<file path="src/rtl/fifo_pkg.sv">
`default_nettype none
// ============================================================================
//  Module      : fifo_pkg
//  Description : Shared defaults and the pointer type for the synchronous FIFO.
//  Revision    : 1.0 - initial release
// ============================================================================
package fifo_pkg;

    // Default data width and address width (depth = 2**ABITS_DEF)
    localparam int DBITS_DEF = 8;
    localparam int ABITS_DEF = 4;

    // Pointer at the default depth: address bits plus one wrap bit
    typedef logic [ABITS_DEF:0] ptr_t;

endpackage : fifo_pkg
`default_nettype wire

</file>
<file path="src/rtl/fifo_ptr_ctrl.sv">
`default_nettype none
// ============================================================================
//  Module      : fifo_ptr_ctrl
//  Description : Read/write pointer registers, accept decisions and the
//                Empty/Full flag decode for the synchronous FIFO.
//  Revision    : 1.0 - initial release
// ============================================================================
module fifo_ptr_ctrl
    import fifo_pkg::*;
#(
    parameter int ABits = ABITS_DEF
) (
    input  logic             clk,
    input  logic             areset,
    input  logic             i_wr_en,
    input  logic             i_rd_en,
    output logic             o_wr_accept,
    output logic             o_rd_accept,
    output logic [ABits-1:0] o_wr_addr,
    output logic [ABits-1:0] o_rd_addr,
    output logic             o_empty,
    output logic             o_full
);

    localparam logic [ABits:0] c_ptr_one = {{ABits{1'b0}}, 1'b1};

    logic [ABits:0] r_wr_ptr;
    logic [ABits:0] r_rd_ptr;
    logic           w_empty;
    logic           w_full;
    logic           w_rd_accept;
    logic           w_wr_accept;

    // Flags come straight from the registered pointers; the MSB is the wrap bit
    always_comb begin
        w_empty     = (r_wr_ptr == r_rd_ptr);
        w_full      = (r_wr_ptr[ABits-1:0] == r_rd_ptr[ABits-1:0]) &&
                      (r_wr_ptr[ABits] != r_rd_ptr[ABits]);
        // A read frees a slot this cycle, so a write into a full FIFO is still
        // accepted alongside it; reads never bypass an empty FIFO.
        w_rd_accept = i_rd_en && !w_empty;
        w_wr_accept = i_wr_en && (!w_full || w_rd_accept);
    end

    // Pointer registers advance on each accepted access, cleared asynchronously
    always_ff @(posedge clk or negedge areset) begin
        if (!areset) begin
            r_wr_ptr <= '0;
            r_rd_ptr <= '0;
        end else begin
            if (w_wr_accept) r_wr_ptr <= r_wr_ptr + c_ptr_one;
            if (w_rd_accept) r_rd_ptr <= r_rd_ptr + c_ptr_one;
        end
    end

    assign o_wr_accept = w_wr_accept;
    assign o_rd_accept = w_rd_accept;
    assign o_wr_addr   = r_wr_ptr[ABits-1:0];
    assign o_rd_addr   = r_rd_ptr[ABits-1:0];
    assign o_empty     = w_empty;
    assign o_full      = w_full;

endmodule : fifo_ptr_ctrl
`default_nettype wire

</file>
<file path="src/rtl/sync_fifo.sv">
`default_nettype none
// ============================================================================
//  Module      : sync_fifo
//  Description : Single-clock FIFO with registered read data and combinational
//                Empty/Full flags. Storage array and output register live here;
//                pointer bookkeeping lives in fifo_ptr_ctrl.
//  Revision    : 1.0 - initial release
// ============================================================================
module sync_fifo
    import fifo_pkg::*;
#(
    parameter int DBits = DBITS_DEF,
    parameter int ABits = ABITS_DEF
) (
    input  logic             clk,
    input  logic             areset,
    input  logic [DBits-1:0] Input_Data_bits,
    input  logic             Write_Enable,
    input  logic             Read_Enable,
    output logic [DBits-1:0] Output_Data_bits,
    output logic             Empty,
    output logic             Full
);

    localparam int c_depth = 2 ** ABits;

    logic [DBits-1:0] r_mem [c_depth];
    logic [DBits-1:0] r_rd_data;
    logic             w_wr_accept;
    logic             w_rd_accept;
    logic [ABits-1:0] w_wr_addr;
    logic [ABits-1:0] w_rd_addr;
    logic             w_empty;
    logic             w_full;

    fifo_ptr_ctrl #(
        .ABits (ABits)
    ) u_ptr_ctrl (
        .clk         (clk),
        .areset      (areset),
        .i_wr_en     (Write_Enable),
        .i_rd_en     (Read_Enable),
        .o_wr_accept (w_wr_accept),
        .o_rd_accept (w_rd_accept),
        .o_wr_addr   (w_wr_addr),
        .o_rd_addr   (w_rd_addr),
        .o_empty     (w_empty),
        .o_full      (w_full)
    );

    // Storage array: written on accepted pushes only, never reset
    always_ff @(posedge clk) begin
        if (w_wr_accept) r_mem[w_wr_addr] <= Input_Data_bits;
    end

    // Read data register: loads on accepted pops, otherwise holds its value
    always_ff @(posedge clk or negedge areset) begin
        if (!areset)          r_rd_data <= '0;
        else if (w_rd_accept) r_rd_data <= r_mem[w_rd_addr];
    end

    assign Output_Data_bits = r_rd_data;
    assign Empty            = w_empty;
    assign Full             = w_full;

endmodule : sync_fifo
`default_nettype wire

</file>
<file path="config.mk">
export PLATFORM = sky130hd
export DESIGN_NAME = sync_fifo
export DESIGN_NICKNAME = d
export VERILOG_FILES = /design/src/rtl/fifo_pkg.sv /design/src/rtl/fifo_ptr_ctrl.sv /design/src/rtl/sync_fifo.sv
export SDC_FILE = /design/constraint.sdc
export NUM_CORES = 1
export LEC_CHECK = 0
export ABC_AREA = 1
export CAP_MARGIN = 20
export CORE_UTILIZATION = 55
export DETAILED_ROUTE_END_ITERATION = 7
export MAX_ROUTING_LAYER = met4
export PLACE_DENSITY = 0.76
export SETUP_SLACK_MARGIN = 0.15
export SLEW_MARGIN = 10
export SYNTH_ARGS = -nofsm -noshare
export SYNTH_HDL_FRONTEND = slang
export SYNTH_SLANG_ARGS = --single-unit
export TNS_END_PERCENT = 30
</file>
<file path="constraint.sdc">
create_clock -name clk -period 2 [get_ports clk]
set_clock_uncertainty 0.1 [all_clocks]
set_input_delay 0.4 -clock clk [delete_from_list [all_inputs] [get_ports clk]]
set_output_delay 0.4 -clock clk [all_outputs]
set_load 0.03 [all_outputs]
</file>
## After elaboration in Yosys (flattened, before gate mapping)

Memory sizes are Yosys's and may differ from the RTL's. A register that Yosys moved wholly into a read port is not among the register bits.
Cells that the tools add are included.

- RAM bits: 128
- Memories: 1
- Word-level logic and storage cells: 17
- Output and inout bits: 10
- Register bits after elaboration: 10

Memories:

| name | depth | width | read ports | clocked after memory_dff | write ports | RTL line | RTL |
|---|---|---|---|---|---|---|---|
| r_mem | 16 | 8 | 1 | 1 | 1 | sync_fifo.sv:27 | `logic [DBits-1:0] r_mem [c_depth];` |

- Muxes and demuxes: 2
- Eq/ne operators: 3
- Reductions and logical operators: 7
- $add $sub $neg: 2

Operator list:

| cell | number |
|---|---|
| $add 5x1->5 const B | 2 |
| $eq 5x5->1 | 1 |
| $eq 4x4->1 | 1 |
| $logic_and 1x1->1 | 3 |
| $logic_not 1->1 | 3 |
| $mux 1 | 2 |
| $logic_or 1x1->1 | 1 |
| $ne 1x1->1 | 1 |

## Depth between registers and ports, before layout

- Depth after elaboration: 7
- Depth in mapped cells: 12
- Depth with buffers taken out: 10

## Hierarchy

From an unflattened synthesis, not the netlist that was laid out.

- Cell total of the unflattened synthesis: 578
- Area, all modules: 6,349.8 um^2

By module, submodules not included:

| module | area each (um^2) | seq. area each (um^2) | cells an instance | times used |
|---|---|---|---|---|
| sync_fifo | 5,635.4 | 4,043.9 | 483 | 1 |
| fifo_ptr_ctrl | 714.4 | 250.2 | 95 | 1 |

## Worst setup path after synthesis

Ideal clock, no wire load.

- Path type: register to register
- Start: reg u_ptr_ctrl.r_rd_ptr[1]
- End: mem r_mem[12][0] (netlist bit), enable pin
- Cell stages (with the launch flop): 10
- Arrival: 1.534 ns
- Clock period less this slack: 2.005 ns
- Path slack: -0.005 ns
- Buffers on the path: 2
- Cell sequence: dfrtp_1 buf_4 inv_2 nand2_1 nand2_1 nor2_2 nand4_2 nand2_2 buf_6 nor2_1

- Longest elaborated chain between the ends: 7
- Elaborated cells on any way between the ends: 10
- Those cells by class: eq/ne (2); mux (2); reduce/logical (6)

RTL lines:

| element | RTL line | RTL |
|---|---|---|
| start, declared | fifo_ptr_ctrl.sv:28 | `logic [ABits:0] r_rd_ptr;` |
| start signal, assigned | fifo_ptr_ctrl.sv:52 | `if (w_rd_accept) r_rd_ptr <= r_rd_ptr + c_ptr_one;` |
| $eq 5x5->1 / $eq 4x4->1 (equally long branches) | fifo_ptr_ctrl.sv:36, fifo_ptr_ctrl.sv:37 |  |
| $logic_not 1->1 / $logic_and 1x1->1 (equally long branches) | fifo_ptr_ctrl.sv:41, fifo_ptr_ctrl.sv:37 |  |
| $logic_and 1x1->1 / $logic_not 1->1 (equally long branches) | fifo_ptr_ctrl.sv:41, fifo_ptr_ctrl.sv:42 |  |
| $logic_or 1x1->1 (*) | fifo_ptr_ctrl.sv:42 | `w_wr_accept = i_wr_en && (!w_full \|\| w_rd_accept);` |
| $logic_and 1x1->1 (*) | fifo_ptr_ctrl.sv:42 |  |
| $mux 1 (*) | sync_fifo.sv:53 | `if (w_wr_accept) r_mem[w_wr_addr] <= Input_Data_bits;` |
| $mux 1 (not written as such) (*) | sync_fifo.sv:53 |  |
| end, declared | sync_fifo.sv:27 |  |

Every way passes the cells marked *; elsewhere a longest branch is shown, timed or not.

## Final worst setup path

- Start: reg u_ptr_ctrl.r_rd_ptr[3]
- End: out Full

- Longest elaborated chain between the ends: 2

RTL lines:

| element | RTL line | RTL |
|---|---|---|
| $eq 4x4->1 | fifo_ptr_ctrl.sv:37 | `w_full = (r_wr_ptr[ABits-1:0] == r_rd_ptr[ABits-1:0]) &&` |
| $logic_and 1x1->1 | fifo_ptr_ctrl.sv:37 |  |
| end, declared | sync_fifo.sv:22 | `output logic Full` |

No other way between the ends.

==> run summary <==
PortBufs - 21
Switching share of total power - 0.369
Final design utilization - 0.682
Area growth syn-to-layout - 19.0%
Initial antenna violation count - 0
First-pass DRT Iterations - 7
Synthesis Warnings - 0
Row count - 39
Initial Utilization - 0.574
Clk_lat worst skew - 0.42 ns
Sequential share of the synthesized area - 0.647
CTS buffer count - 17
Clock root cell - clkbuf_16
Remaining global-route overflow - 0
RSZ-0062 raised after global routing - true
First-pass GRT wire length - 23600 microns
Critical-path maximum fanout - 4
Clock power frac - 0.272
Core Area - 0.0116 sq mm
Unique masters post-synth - 20
Sequential share of power - 0.361
Worst Setup Slack, final - -0.0288 ns
Worst Tran Pin Value - 0.532 ns
Final hold violations - 0
Sequential Area - 0.00430 sq mm
Sink Count - 146
Die X-Extent - 112 microns
Comb pwr share - 0.367
Worst vdd ir - 919 uV
Fillers - 821
Area share of the largest cell type after synthesis - 0.580
Total Power - 10.8 mW
Final setup violation count - 2
WL/cell - 16.5 microns
GR peak layer - met2
Cell Pwr Density - 1370 mW/mm^2
Pint - 6.83 mW
Status - complete, but fails checks
Startpoint class of the critical path - flip-flop
Max Fclk - 493 MHz
Synthesized cell area - 0.00663 sq mm
CTS tree - built
Crit path required time - 1.50 ns
Gr usage total - 0.267
Final net count - 779
Syn Nets - 719
Reg clk slew, reported paths - 0.06 ns
Worst min path class - primary input to async pin
Routed Antenna Nets - 0
Grt met3 use - 0.0441
Syn_area_per_cell - 9.45 sq um
Number of global-route vias before repair - 4662
DR vias - 4773
Placed cell count - 880
Clock H-tree levels - 4
Post-layout instance count excluding filler cells - 916
Vias per cell - 5.21
Die H - 112 microns
GR Util met1 - 0.329
Arr. time, crit path - 1.53 ns
DR DRC count - 1
Pin count of the biggest net entering global routing - 66
Met2 usage - 0.426
Minimum clock period - 2.03 ns
Die area - 0.0125 sq mm
Sw Pwr - 3.99 mW
Dominant cells by area after synthesis - edfxtp_1, nand2_1, inv_1, dfrtp_1, nand3_1
Pins Over Slew Limit - 0
Critical path endpoint category - primary output
Max Buffers Root-to-Sink - 2
Hpwl dp - 9820 microns
Period utilization - 1.01
Cell taking the most area after synthesis - edfxtp_1
I/O Pins - 22
Design area - 0.00789 sq mm
Final GP Congestion - 1.07
Diode count - 0
Max Cap Violations - 0
Flops & latches, synth - 146
Crit path kind - flip-flop to primary output
Footprint of the multi-input gates - 0.00173 sq mm
Syn Inst Count - 702
Worst rel slew slack - 0.644
Final wirelength - 15100 microns
Placed Area - 0.00725 sq mm
Leak - 3.67 nW
Layout cells sized above 1 - 0.128
Failing checks - design-rule violations, negative setup slack
Initial DRC count - 393
Worst hold slack - 0.209 ns
[cells in the final DEF, fill, tap and decap left out]
| cell | count |
|---|---|
| nand4_2 | 1 |
| buf_4 | 40 |
| o21ai_0 | 1 |
| nor2_2 | 4 |
| nand3_1 | 87 |
| nand2_1 | 261 |
| buf_12 | 5 |
| clkinv_1 | 4 |
| buf_6 | 3 |
| clkbuf_16 | 17 |
| clkinv_4 | 3 |
| dlygate4sd2_1 | 8 |
| xnor2_1 | 3 |
| nor2_4 | 3 |
| xor2_1 | 4 |
| nand2_2 | 5 |
| clkbuf_1 | 1 |
| xor2_2 | 1 |
| bufinv_16 | 2 |
| dfrtp_2 | 3 |
| edfxtp_1 | 128 |
| ha_1 | 5 |
| clkinv_2 | 5 |
| clkdlybuf4s50_1 | 11 |
| nor2_1 | 16 |
| nand3_2 | 1 |
| inv_2 | 6 |
| dfrtp_1 | 15 |
| inv_1 | 130 |
[worst max-delay path: stages (launching register included)]
cell,delay [ns]
dfrtp_1,0.42
xor2_1,0.17
nor2_2,0.19
nand2_1,0.08
nor2_1,0.09
buf_4,0.16
[registers in the layout, indices dropped and copies added, names as in the netlist]
signal,cells
u_ptr_ctrl.r_wr_ptr,5
r_mem,128
u_ptr_ctrl.r_rd_ptr,5
Output_Data_bits,8
[power groups by stage]
stage	clock [mW]	combinational (mW)	sequential [mW]
2_1_floorplan	0	2.40	4.08
3_3_place_gp	0	3.64	3.96
3_5_place_dp	0	3.72	3.97
4_1_cts	2.96	3.79	3.90
5_1_grt	3.08	4.35	3.94
6_report	2.95	3.97	3.91
[cells in the mapped netlist (all sizes together)]
master / instances
o21ai: 1
xor2: 5
clkinv: 2
dfrtp: 18
clkbuf: 7
nand4: 1
ha: 5
edfxtp: 128
inv: 136
nand3: 88
nor2: 23
nand2: 266
buf: 19
xnor2: 3
[through the flow]
step	setup slack, ns	setup TNS (ns)
6_report	-0.0288	-0.0519
5_1_grt	-0.0690	-0.130
4_1_cts	-0.00737	-0.0111
3_5_place_dp	0.00241	0
3_3_place_gp	0.0414	0
2_1_floorplan	-0.00484	-0.375
[area by class of cell]
class	count	area share
clock buffer	18	0.0544
clock inverter	12	0.0151
inverter	138	0.0657
multi-input combinational	392	0.220
sequential	146	0.545
tap	143	0.0227
timing repair buffer	67	0.0779
[path summary, 6_finish.rpt]
| check | start | end | slack, ns | depth (start not counted) |
|---|---|---|---|---|
| worst max-delay path | u_ptr_ctrl.r_rd_ptr[3] | Full | -0.03 | 5 |
| worst min-delay path | areset | Output_Data_bits[3] | 0.21 | 2 |
| worst max register to register | u_ptr_ctrl.r_rd_ptr[1] | r_mem[1][0] | 0.13 | 10 |
| worst min register to register | Output_Data_bits[7] | Output_Data_bits[7] | 0.38 | 2 |
| max in group asynchronous | areset | u_ptr_ctrl.r_wr_ptr[3] | 1.38 | 2 |
| min in group clk | Output_Data_bits[7] | Output_Data_bits[7] | 0.38 | 2 |
[layer usage]
layer | up-vias | share of wire
li1 | 2302 | -
met1 | 2232 | 0.40
met2 | 194 | 0.50
met3 | 45 | 0.072
met4 | 0 | 0.032
met5 | - | 0
[kinds of logic after synthesis]
family	Yosys count	share of synthesized area
flip-flops	146	0.647
adder cells (fa/ha/maj)	5	0.00943
buffers and inverters	164	0.0985
AO/OA/AOI/OAI	1	0.000754
AND/OR/NAND/NOR	378	0.233
XOR/XNOR	8	0.0106
[timing repair]
item                       CTS  global route
buffers inserted             3             3
hold buffers                 0             0
resized for setup           13            16
setup endpoints to repair   29           105
pin swaps                    0             3
Note: power is estimated with default switching activity, not from simulation.
